[src/rtl/hazard_ctrl_if.sv]
// Port bundle between the pipeline datapath and hazard_ctrl: EX/ID hazard sources,
// data-memory handshake, and the stall/flush controls sent back to the pipeline registers.
interface hazard_ctrl_if;
    logic       MemRead_ex;
    logic [4:0] rdAddr_ex;
    logic [4:0] rs1Addr_id;
    logic [4:0] rs2Addr_id;
    logic       rs1Used_id;
    logic       rs2Used_id;
    logic       Redirect_ex;
    logic       mem_req;
    logic       mem_ready;
    logic       PC_stall;
    logic       IF_ID_stall;
    logic       IF_ID_flush;
    logic       ID_EX_stall;
    logic       ID_EX_flush;
    logic       EX_MEM_stall;
    logic       MEM_WB_flush;
    logic       mem_timeout;

    // Datapath side: supplies hazard sources, consumes the controls.
    modport master (
        output MemRead_ex, rdAddr_ex, rs1Addr_id, rs2Addr_id, rs1Used_id, rs2Used_id,
               Redirect_ex, mem_req, mem_ready,
        input  PC_stall, IF_ID_stall, IF_ID_flush, ID_EX_stall, ID_EX_flush, EX_MEM_stall,
               MEM_WB_flush, mem_timeout
    );

    // Hazard controller side.
    modport slave (
        input  MemRead_ex, rdAddr_ex, rs1Addr_id, rs2Addr_id, rs1Used_id, rs2Used_id,
               Redirect_ex, mem_req, mem_ready,
        output PC_stall, IF_ID_stall, IF_ID_flush, ID_EX_stall, ID_EX_flush, EX_MEM_stall,
               MEM_WB_flush, mem_timeout
    );
endinterface

[src/rtl/hazard_ctrl.sv]
// Stall/flush control for the 5-stage core: load-use, EX redirect and data-memory wait with a
// sticky timeout. Define HAZARD_PERF_EN to add saturating hazard performance counters.
module hazard_ctrl #(
    parameter int unsigned TO_W     = 5,
    parameter int unsigned TO_LIMIT = 20
) (
    input  logic         clk,
    input  logic         Reset,
    hazard_ctrl_if.slave bus
`ifdef HAZARD_PERF_EN
    ,
    output logic [31:0]  perf_lu_cnt,
    output logic [31:0]  perf_mw_cnt,
    output logic [31:0]  perf_fl_cnt
`endif
);

    typedef enum logic [0:0] {StRun, StWait} state_e;

    localparam logic [TO_W-1:0] Limit = TO_W'(TO_LIMIT);
    localparam logic [TO_W-1:0] One   = TO_W'(1);

    state_e          state_q, state_d;
    logic [TO_W-1:0] cnt_q, cnt_d;
    logic            timeout_q, timeout_d;
    logic            timeout_hit;
    logic            memwait;
    logic            loaduse;
    logic            rs1_hit, rs2_hit;

    assign memwait = bus.mem_req & ~bus.mem_ready;
    assign rs1_hit = bus.rs1Used_id & (bus.rs1Addr_id == bus.rdAddr_ex);
    assign rs2_hit = bus.rs2Used_id & (bus.rs2Addr_id == bus.rdAddr_ex);
    assign loaduse = bus.MemRead_ex & (bus.rdAddr_ex != 5'd0) & (rs1_hit | rs2_hit);

    always_comb begin
        state_d = state_q;
        cnt_d   = cnt_q;
        unique case (state_q)
            StRun: begin
                if (memwait) begin
                    state_d = StWait;
                    cnt_d   = One;
                end
            end
            StWait: begin
                if (memwait) begin
                    cnt_d = (cnt_q == Limit) ? cnt_q : cnt_q + One;
                end else begin
                    state_d = StRun;
                    cnt_d   = '0;
                end
            end
            default: begin
                state_d = StRun;
                cnt_d   = '0;
            end
        endcase
        if (Reset) begin
            state_d = StRun;
            cnt_d   = '0;
        end
    end

    // The flag is visible in the very cycle the counter reaches the limit, then held.
    assign timeout_hit     = ~Reset & (cnt_d == Limit);
    assign timeout_d       = ~Reset & (timeout_q | timeout_hit);
    assign bus.mem_timeout = ~Reset & (timeout_q | timeout_hit);

    always_ff @(posedge clk) begin
        if (Reset) begin
            state_q   <= StRun;
            cnt_q     <= '0;
            timeout_q <= 1'b0;
        end else begin
            state_q   <= state_d;
            cnt_q     <= cnt_d;
            timeout_q <= timeout_d;
        end
    end

    always_comb begin
        bus.PC_stall     = 1'b0;
        bus.IF_ID_stall  = 1'b0;
        bus.IF_ID_flush  = 1'b0;
        bus.ID_EX_stall  = 1'b0;
        bus.ID_EX_flush  = 1'b0;
        bus.EX_MEM_stall = 1'b0;
        bus.MEM_WB_flush = 1'b0;
        if (Reset) begin
            // everything held low
        end else if (memwait) begin
            bus.PC_stall     = 1'b1;
            bus.IF_ID_stall  = 1'b1;
            bus.ID_EX_stall  = 1'b1;
            bus.EX_MEM_stall = 1'b1;
            bus.MEM_WB_flush = 1'b1;
        end else if (bus.Redirect_ex) begin
            // The ID instruction is discarded, so any load-use on it is moot.
            bus.IF_ID_flush = 1'b1;
            bus.ID_EX_flush = 1'b1;
        end else if (loaduse) begin
            bus.PC_stall    = 1'b1;
            bus.IF_ID_stall = 1'b1;
            bus.ID_EX_flush = 1'b1;
        end
    end

`ifdef HAZARD_PERF_EN
    always_ff @(posedge clk) begin
        if (Reset) begin
            perf_lu_cnt <= '0;
            perf_mw_cnt <= '0;
            perf_fl_cnt <= '0;
        end else begin
            if (memwait && (perf_mw_cnt != '1)) begin
                perf_mw_cnt <= perf_mw_cnt + 32'd1;
            end
            if (!memwait && bus.Redirect_ex && (perf_fl_cnt != '1)) begin
                perf_fl_cnt <= perf_fl_cnt + 32'd1;
            end
            if (!memwait && !bus.Redirect_ex && loaduse && (perf_lu_cnt != '1)) begin
                perf_lu_cnt <= perf_lu_cnt + 32'd1;
            end
        end
    end
`endif

endmodule

[src/flat_wrapper.sv]
// flat-port wrapper written by rule: the top's interface ports become plain ports
module hazard_ctrl_flat 
#(
    parameter int unsigned TO_W     = 5,
    parameter int unsigned TO_LIMIT = 20
)
  (clk, Reset, bus_MemRead_ex, bus_rdAddr_ex, bus_rs1Addr_id, bus_rs2Addr_id, bus_rs1Used_id, bus_rs2Used_id, bus_Redirect_ex, bus_mem_req, bus_mem_ready, bus_PC_stall, bus_IF_ID_stall, bus_IF_ID_flush, bus_ID_EX_stall, bus_ID_EX_flush, bus_EX_MEM_stall, bus_MEM_WB_flush, bus_mem_timeout);
  hazard_ctrl_if bus_i ();
  input  logic clk;
  input  logic Reset;
  input wire logic [$bits(bus_i.MemRead_ex)-1:0] bus_MemRead_ex;
  input wire logic [$bits(bus_i.rdAddr_ex)-1:0] bus_rdAddr_ex;
  input wire logic [$bits(bus_i.rs1Addr_id)-1:0] bus_rs1Addr_id;
  input wire logic [$bits(bus_i.rs2Addr_id)-1:0] bus_rs2Addr_id;
  input wire logic [$bits(bus_i.rs1Used_id)-1:0] bus_rs1Used_id;
  input wire logic [$bits(bus_i.rs2Used_id)-1:0] bus_rs2Used_id;
  input wire logic [$bits(bus_i.Redirect_ex)-1:0] bus_Redirect_ex;
  input wire logic [$bits(bus_i.mem_req)-1:0] bus_mem_req;
  input wire logic [$bits(bus_i.mem_ready)-1:0] bus_mem_ready;
  output wire logic [$bits(bus_i.PC_stall)-1:0] bus_PC_stall;
  output wire logic [$bits(bus_i.IF_ID_stall)-1:0] bus_IF_ID_stall;
  output wire logic [$bits(bus_i.IF_ID_flush)-1:0] bus_IF_ID_flush;
  output wire logic [$bits(bus_i.ID_EX_stall)-1:0] bus_ID_EX_stall;
  output wire logic [$bits(bus_i.ID_EX_flush)-1:0] bus_ID_EX_flush;
  output wire logic [$bits(bus_i.EX_MEM_stall)-1:0] bus_EX_MEM_stall;
  output wire logic [$bits(bus_i.MEM_WB_flush)-1:0] bus_MEM_WB_flush;
  output wire logic [$bits(bus_i.mem_timeout)-1:0] bus_mem_timeout;
  assign bus_i.MemRead_ex = bus_MemRead_ex;
  assign bus_i.rdAddr_ex = bus_rdAddr_ex;
  assign bus_i.rs1Addr_id = bus_rs1Addr_id;
  assign bus_i.rs2Addr_id = bus_rs2Addr_id;
  assign bus_i.rs1Used_id = bus_rs1Used_id;
  assign bus_i.rs2Used_id = bus_rs2Used_id;
  assign bus_i.Redirect_ex = bus_Redirect_ex;
  assign bus_i.mem_req = bus_mem_req;
  assign bus_i.mem_ready = bus_mem_ready;
  assign bus_PC_stall = bus_i.PC_stall;
  assign bus_IF_ID_stall = bus_i.IF_ID_stall;
  assign bus_IF_ID_flush = bus_i.IF_ID_flush;
  assign bus_ID_EX_stall = bus_i.ID_EX_stall;
  assign bus_ID_EX_flush = bus_i.ID_EX_flush;
  assign bus_EX_MEM_stall = bus_i.EX_MEM_stall;
  assign bus_MEM_WB_flush = bus_i.MEM_WB_flush;
  assign bus_mem_timeout = bus_i.mem_timeout;
  hazard_ctrl #(.TO_W(TO_W), .TO_LIMIT(TO_LIMIT)) u_core (.clk(clk), .Reset(Reset), .bus(bus_i));
endmodule
[config.mk]
export PLATFORM = sky130hd
export DESIGN_NAME = hazard_ctrl_flat
export DESIGN_NICKNAME = d
export VERILOG_FILES = /design/src/rtl/hazard_ctrl_if.sv /design/src/rtl/hazard_ctrl.sv /design/src/flat_wrapper.sv
export SDC_FILE = /design/constraint.sdc
export NUM_CORES = 1
export LEC_CHECK = 0
export ABC_CLOCK_PERIOD_IN_PS = 4390
export CORE_UTILIZATION = 40
export DETAILED_ROUTE_END_ITERATION = 16
export HOLD_SLACK_MARGIN = 0.05
export PLACE_DENSITY_LB_ADDON = 0.3
export SLEW_MARGIN = 20
export SYNTH_ARGS = -nofsm -noshare
export SYNTH_HDL_FRONTEND = slang
export SYNTH_SLANG_ARGS = --single-unit
[constraint.sdc]
create_clock -name clk -period 4.39 [get_ports clk]
set_clock_uncertainty 0.2 [all_clocks]
set_input_delay 0.6585 -clock clk [delete_from_list [all_inputs] [get_ports clk]]
set_output_delay 0.6585 -clock clk [all_outputs]
set_load 0.1 [all_outputs]
After elaboration in Yosys (flattened, before gate mapping). Cells that the tools add are included. W data, S select, Z words.

Flip-flop bits (word level): 7. Input port bits: 23. Output and inout port bits: 8. Word-level logic and storage cells: 38.

$add $sub $neg: 1. Equality and inequality tests: 4. Multiplexer cells: 17. Bitwise logic cells: 12. Reduce and logical (&&, ||, !) cells: 1.

Operators with widths (number): $mux W5 (4); $mux W1 (12); $eq A5 B5 Y1 (2); $eq A5 B5 Y1 const B (2); $pmux W5 S2 (1); $and A1 B1 Y1 (7); $add A5 B1 Y5 const B (1); $reduce_bool A5 Y1 (1); $not A1 Y1 (3); $or A1 B1 Y1 (2).

Depth between registers and ports, before layout.
Depth after elaboration: 9. Depth in mapped cells: 7.

Least setup slack after synthesis. OpenSTA, ideal clock, no wires.

Path kind: input to output. Start point: input port bus_rdAddr_ex[2]. End point: output port bus_ID_EX_flush. Data arrival time: 3.450 ns. Required time: 3.532 ns. Setup slack: 0.081 ns. Stages on the path: 5. Buffers on the path: 0. Cells stage by stage: xnor2_1 nand4_1 o22ai_1 o211ai_1 a211oi_1.

Word-level cells in the longest chain between the ends: 8.

Ends and longest elaborated chain: start: declaration (RTL line flat_wrapper.sv:12) `input wire logic [$bits(bus_i.rdAddr_ex)-1:0] bus_rdAddr_ex;`; $eq A5 B5 Y1 (on tied branches) (RTL line hazard_ctrl.sv:32, hazard_ctrl.sv:33); $and A1 B1 Y1 (on tied branches) (RTL line hazard_ctrl.sv:32, hazard_ctrl.sv:33); $or A1 B1 Y1 (RTL line hazard_ctrl.sv:34) `assign loaduse = bus.MemRead_ex & (bus.rdAddr_ex != 5'd0) & (rs1_hit | rs2_hit);`; $and A1 B1 Y1 * (RTL line hazard_ctrl.sv:34); $mux W1 * (RTL line hazard_ctrl.sv:102) `end else if (loaduse) begin`; $mux W1 * (RTL line hazard_ctrl.sv:98) `end else if (bus.Redirect_ex) begin`; $mux W1 * (RTL line hazard_ctrl.sv:92) `end else if (memwait) begin`; $mux W1 * (RTL line hazard_ctrl.sv:90) `if (Reset) begin`; end: declaration (RTL line flat_wrapper.sv:24) `output wire logic [$bits(bus_i.ID_EX_flush)-1:0] bus_ID_EX_flush;`.

Mark *: on every way between the ends. The rest lies on a longest branch, timed or not.

Worst setup path in the final report.
Start point: input port bus_mem_req. End point: output port bus_mem_timeout.

Word-level cells in the longest chain between the ends: 8.

Ends and longest elaborated chain: start: declaration (RTL line flat_wrapper.sv:18) `input wire logic [$bits(bus_i.mem_req)-1:0] bus_mem_req;`; $and A1 B1 Y1 * (RTL line hazard_ctrl.sv:31) `assign memwait = bus.mem_req & ~bus.mem_ready;`; $mux W5 (on tied branches) (RTL line hazard_ctrl.sv:47, hazard_ctrl.sv:41); $pmux W5 S2 * (RTL line hazard_ctrl.sv:39) `unique case (state_q)`; $mux W5 * (RTL line hazard_ctrl.sv:59) `if (Reset) begin`; $eq A5 B5 Y1 * (RTL line hazard_ctrl.sv:66) `assign timeout_hit = ~Reset & (cnt_d == Limit);`; $and A1 B1 Y1 * (RTL line hazard_ctrl.sv:66); $or A1 B1 Y1 * (RTL line hazard_ctrl.sv:68) `assign bus.mem_timeout = ~Reset & (timeout_q | timeout_hit);`; $and A1 B1 Y1 * (RTL line hazard_ctrl.sv:68); end: declaration (RTL line flat_wrapper.sv:27) `output wire logic [$bits(bus_i.mem_timeout)-1:0] bus_mem_timeout;`.

Marks and branches as above.

==> key figures <==
Power and ir drop
  • Pwr Density: 214.5 nW/um^2
  • Pleak: 0.3554 nW
  • P_int: 130.3 uW
  • Power share of the clock group: 0.289
  • Reg power frac: 0.340
  • Net Sw Frac: 0.3333
  • P_sw: 65.12 uW
  • Max VDD drop: 0.1938 mV
  • Final Power: 195.4 uW
  • Combinational share of power: 0.371

Die
  • Die Ht: 41.90 um
  • Die footprint: 1756 um^2
  • Die W: 41.90 um
  • Initial Utilization: 0.4277
  • Row count: 14
  • IO Count: 31
  • Core area: 1489 um^2

Layout
  • Multi-input gate area: 420.4 um^2
  • Core Util, Final: 0.6118
  • # diodes: 0
  • Nets@finish: 130
  • Syn-to-layout area delta: 43.03%
  • Filler Cell Count: 147
  • Reg area: 140.1 um^2
  • Share of layout cells above drive strength 1: 0.1827

Critical path
  • Crit. End Element: primary output
  • CP Max Fanout: 10
  • CP Class: in2out
  • Crit path DAT: 2.54 ns
  • Worst Setup Start Kind: primary input
  • Data required, critical path: 3.53 ns

Global route
  • Antenna violations before repair: 0
  • Gr usage total: 0.1734
  • Grt ovf: 0
  • Pin count of the biggest net entering global routing: 13
  • Vias in the first global route: 605
  • First-pass GRT wire length: 2366 um

Timing
  • RSZ-0062 raised after global routing: no
  • Final slew viol count: 0
  • Setup TNS: 0 ns
  • Final Critical Period: 3.396 ns
  • Slew HR: 0.6816
  • Period utilization: 0.7736
  • Fmax: 0.2944 GHz
  • Hold slack: 0.3863 ns
  • Worst-margin pin slew: 0.4762 ns
  • Final Hold Fails: 0
  • Setup Viol. Count Final: 0

Synthesis
  • Seq/Total Area, Yosys: 0.2200
  • Synth cell count leaders: xnor2_1, dfxtp_1, inv_1, nor2_1, nand2_1
  • Yosys warns: 0
  • Synth area leader: dfxtp_1
  • Synthesized area per cell: 8.380 um^2
  • Most common cell in the netlist: xnor2_1
  • Post-synth EDFFs: 0
  • Synth top area cells: dfxtp_1, xnor2_1, ha_1, buf_4, inv_1
  • Post-synth top area share: 0.2200
  • Unique cell type count in the Yosys netlist: 34
  • Gate count of the mapped netlist: 76
  • Asr flop ratio synth: 0
  • Post-Syn Nets: 101
  • #FFs+latches synth: 7
  • Most used DFF post-synth: dfxtp_1
  • Area of the mapped netlist: 636.9 um^2

Clocking
  • # clock sinks: 7
  • Post-cts resize count: 0
  • Post-CTS Setup Bufs: 0
  • CTS buffer count: 3
  • Htree depth: 1
  • Clock root cell: clkbuf_4
  • Hold_buf cts: 0
  • Worst-Skew Late Latency: 0.25 ns
  • Reg clk slew, reported paths: 0.05 ns
  • Clock tree from TritonCTS: done
  • Clk buf depth: 2

Drt
  • Iter 0 DRT Violations: 3
  • Drt total wl: 1376 um
  • Antenna-violating nets left: 0
  • Drt pass-1 iters: 4
  • Post-DR vias/cell: 5.425
  • Vias: 651
  • DRC: 0
  • DR WL/cell: 11.47 um

Min path
  • HP Class: reg2reg

Job
  • Maxcap violations: 0

Placed design
  • Placer congestion estimate: 0.7839
  • Dpl hpwl: 1235 um
  • PortBufs: 30

Outcome
  • Status: finished, final reports clean
==> cell families after synthesis <==
group / Yosys count / synth area share
flops: 7 / 0.2200
compound gates: 18 / 0.2358
simple gates: 27 / 0.2476
fa+ha+maj: 2 / 0.03929
buf+inv: 12 / 0.1198
xor+xnor: 10 / 0.1375
==> power groups by stage <==
stage / registers [mW] / logic [mW] / clock network, mW
detailed placement: 0.0677 / 0.0732 / 0
CTS: 0.0663 / 0.0733 / 0.0593
finish: 0.0664 / 0.0726 / 0.0564
global placement: 0.0675 / 0.0724 / 0
floorplan: 0.0667 / 0.0475 / 0
global route: 0.0664 / 0.0771 / 0.0638
==> final cells by class <==
type,count,area share
sequential,7,0.1538
multi-input combinational,57,0.4615
tap,16,0.02198
clock inverter,1,0.005495
timing repair buffer,30,0.3077
clock buffer,3,0.02473
inverter,6,0.02473
==> critical path: stages <==
cell	delay, ns
clkdlybuf4s50_1	0.47
nor2b_4	0.29
nor3_1	0.10
a311o_2	0.37
a211oi_2	0.18
a41o_1	0.19
buf_4	0.28
==> metrics by stage <==
stage	worst slack, ns	cell area [um^2]	cells
floorplan	0.08106	636.9	76
finish	0.9938	910.9	120
CTS	0.9952	910.9	120
detailed placement	0.9957	883.3	116
global placement	1.022	883.3	116
global route	0.8709	910.9	120
==> sequential cells by signal, summed over array words and instances (netlist names) <==
| register | flops |
|---|---|
| u_core.state_q | 1 |
| u_core.cnt_q | 5 |
| u_core.timeout_q | 1 |
==> cell usage in the layout, fill, tap and decap left out, types with 2 or more instances in the layout <==
cell type        instances
buf_4                    8
o22ai_1                  2
nand3_1                  3
dfxtp_1                  7
nand4_1                  3
nor2_1                   6
xnor2_1                 10
ha_1                     2
nor3_1                   2
clkbuf_4                 3
inv_1                    6
o21ai_0                  2
a21oi_1                  3
clkdlybuf4s50_1         22
a41o_1                   2
nand2_1                  5
==> routing by layer <==
| layer | global-route usage | part of all wire | vias to the layer above |
|---|---|---|---|
| met3 | 0.06522 | 0.055 | 0 |
| li1 | - | - | 325 |
| met2 | 0.3250 | 0.55 | 18 |
| met5 | 0 | 0 | - |
| met4 | 0.03871 | 0 | 0 |
| met1 | 0.1801 | 0.40 | 308 |
==> final timing paths <==
check                   start               end  slack, ns  cells after the start
max               bus_mem_req   bus_mem_timeout       0.99                      7
min          u_core.timeout_q  u_core.timeout_q       0.39                      2
max reg2reg   u_core.cnt_q[0]  u_core.timeout_q       2.62                      5
min reg2reg  u_core.timeout_q  u_core.timeout_q       0.39                      2
Power figures use the tool's default switching activity.
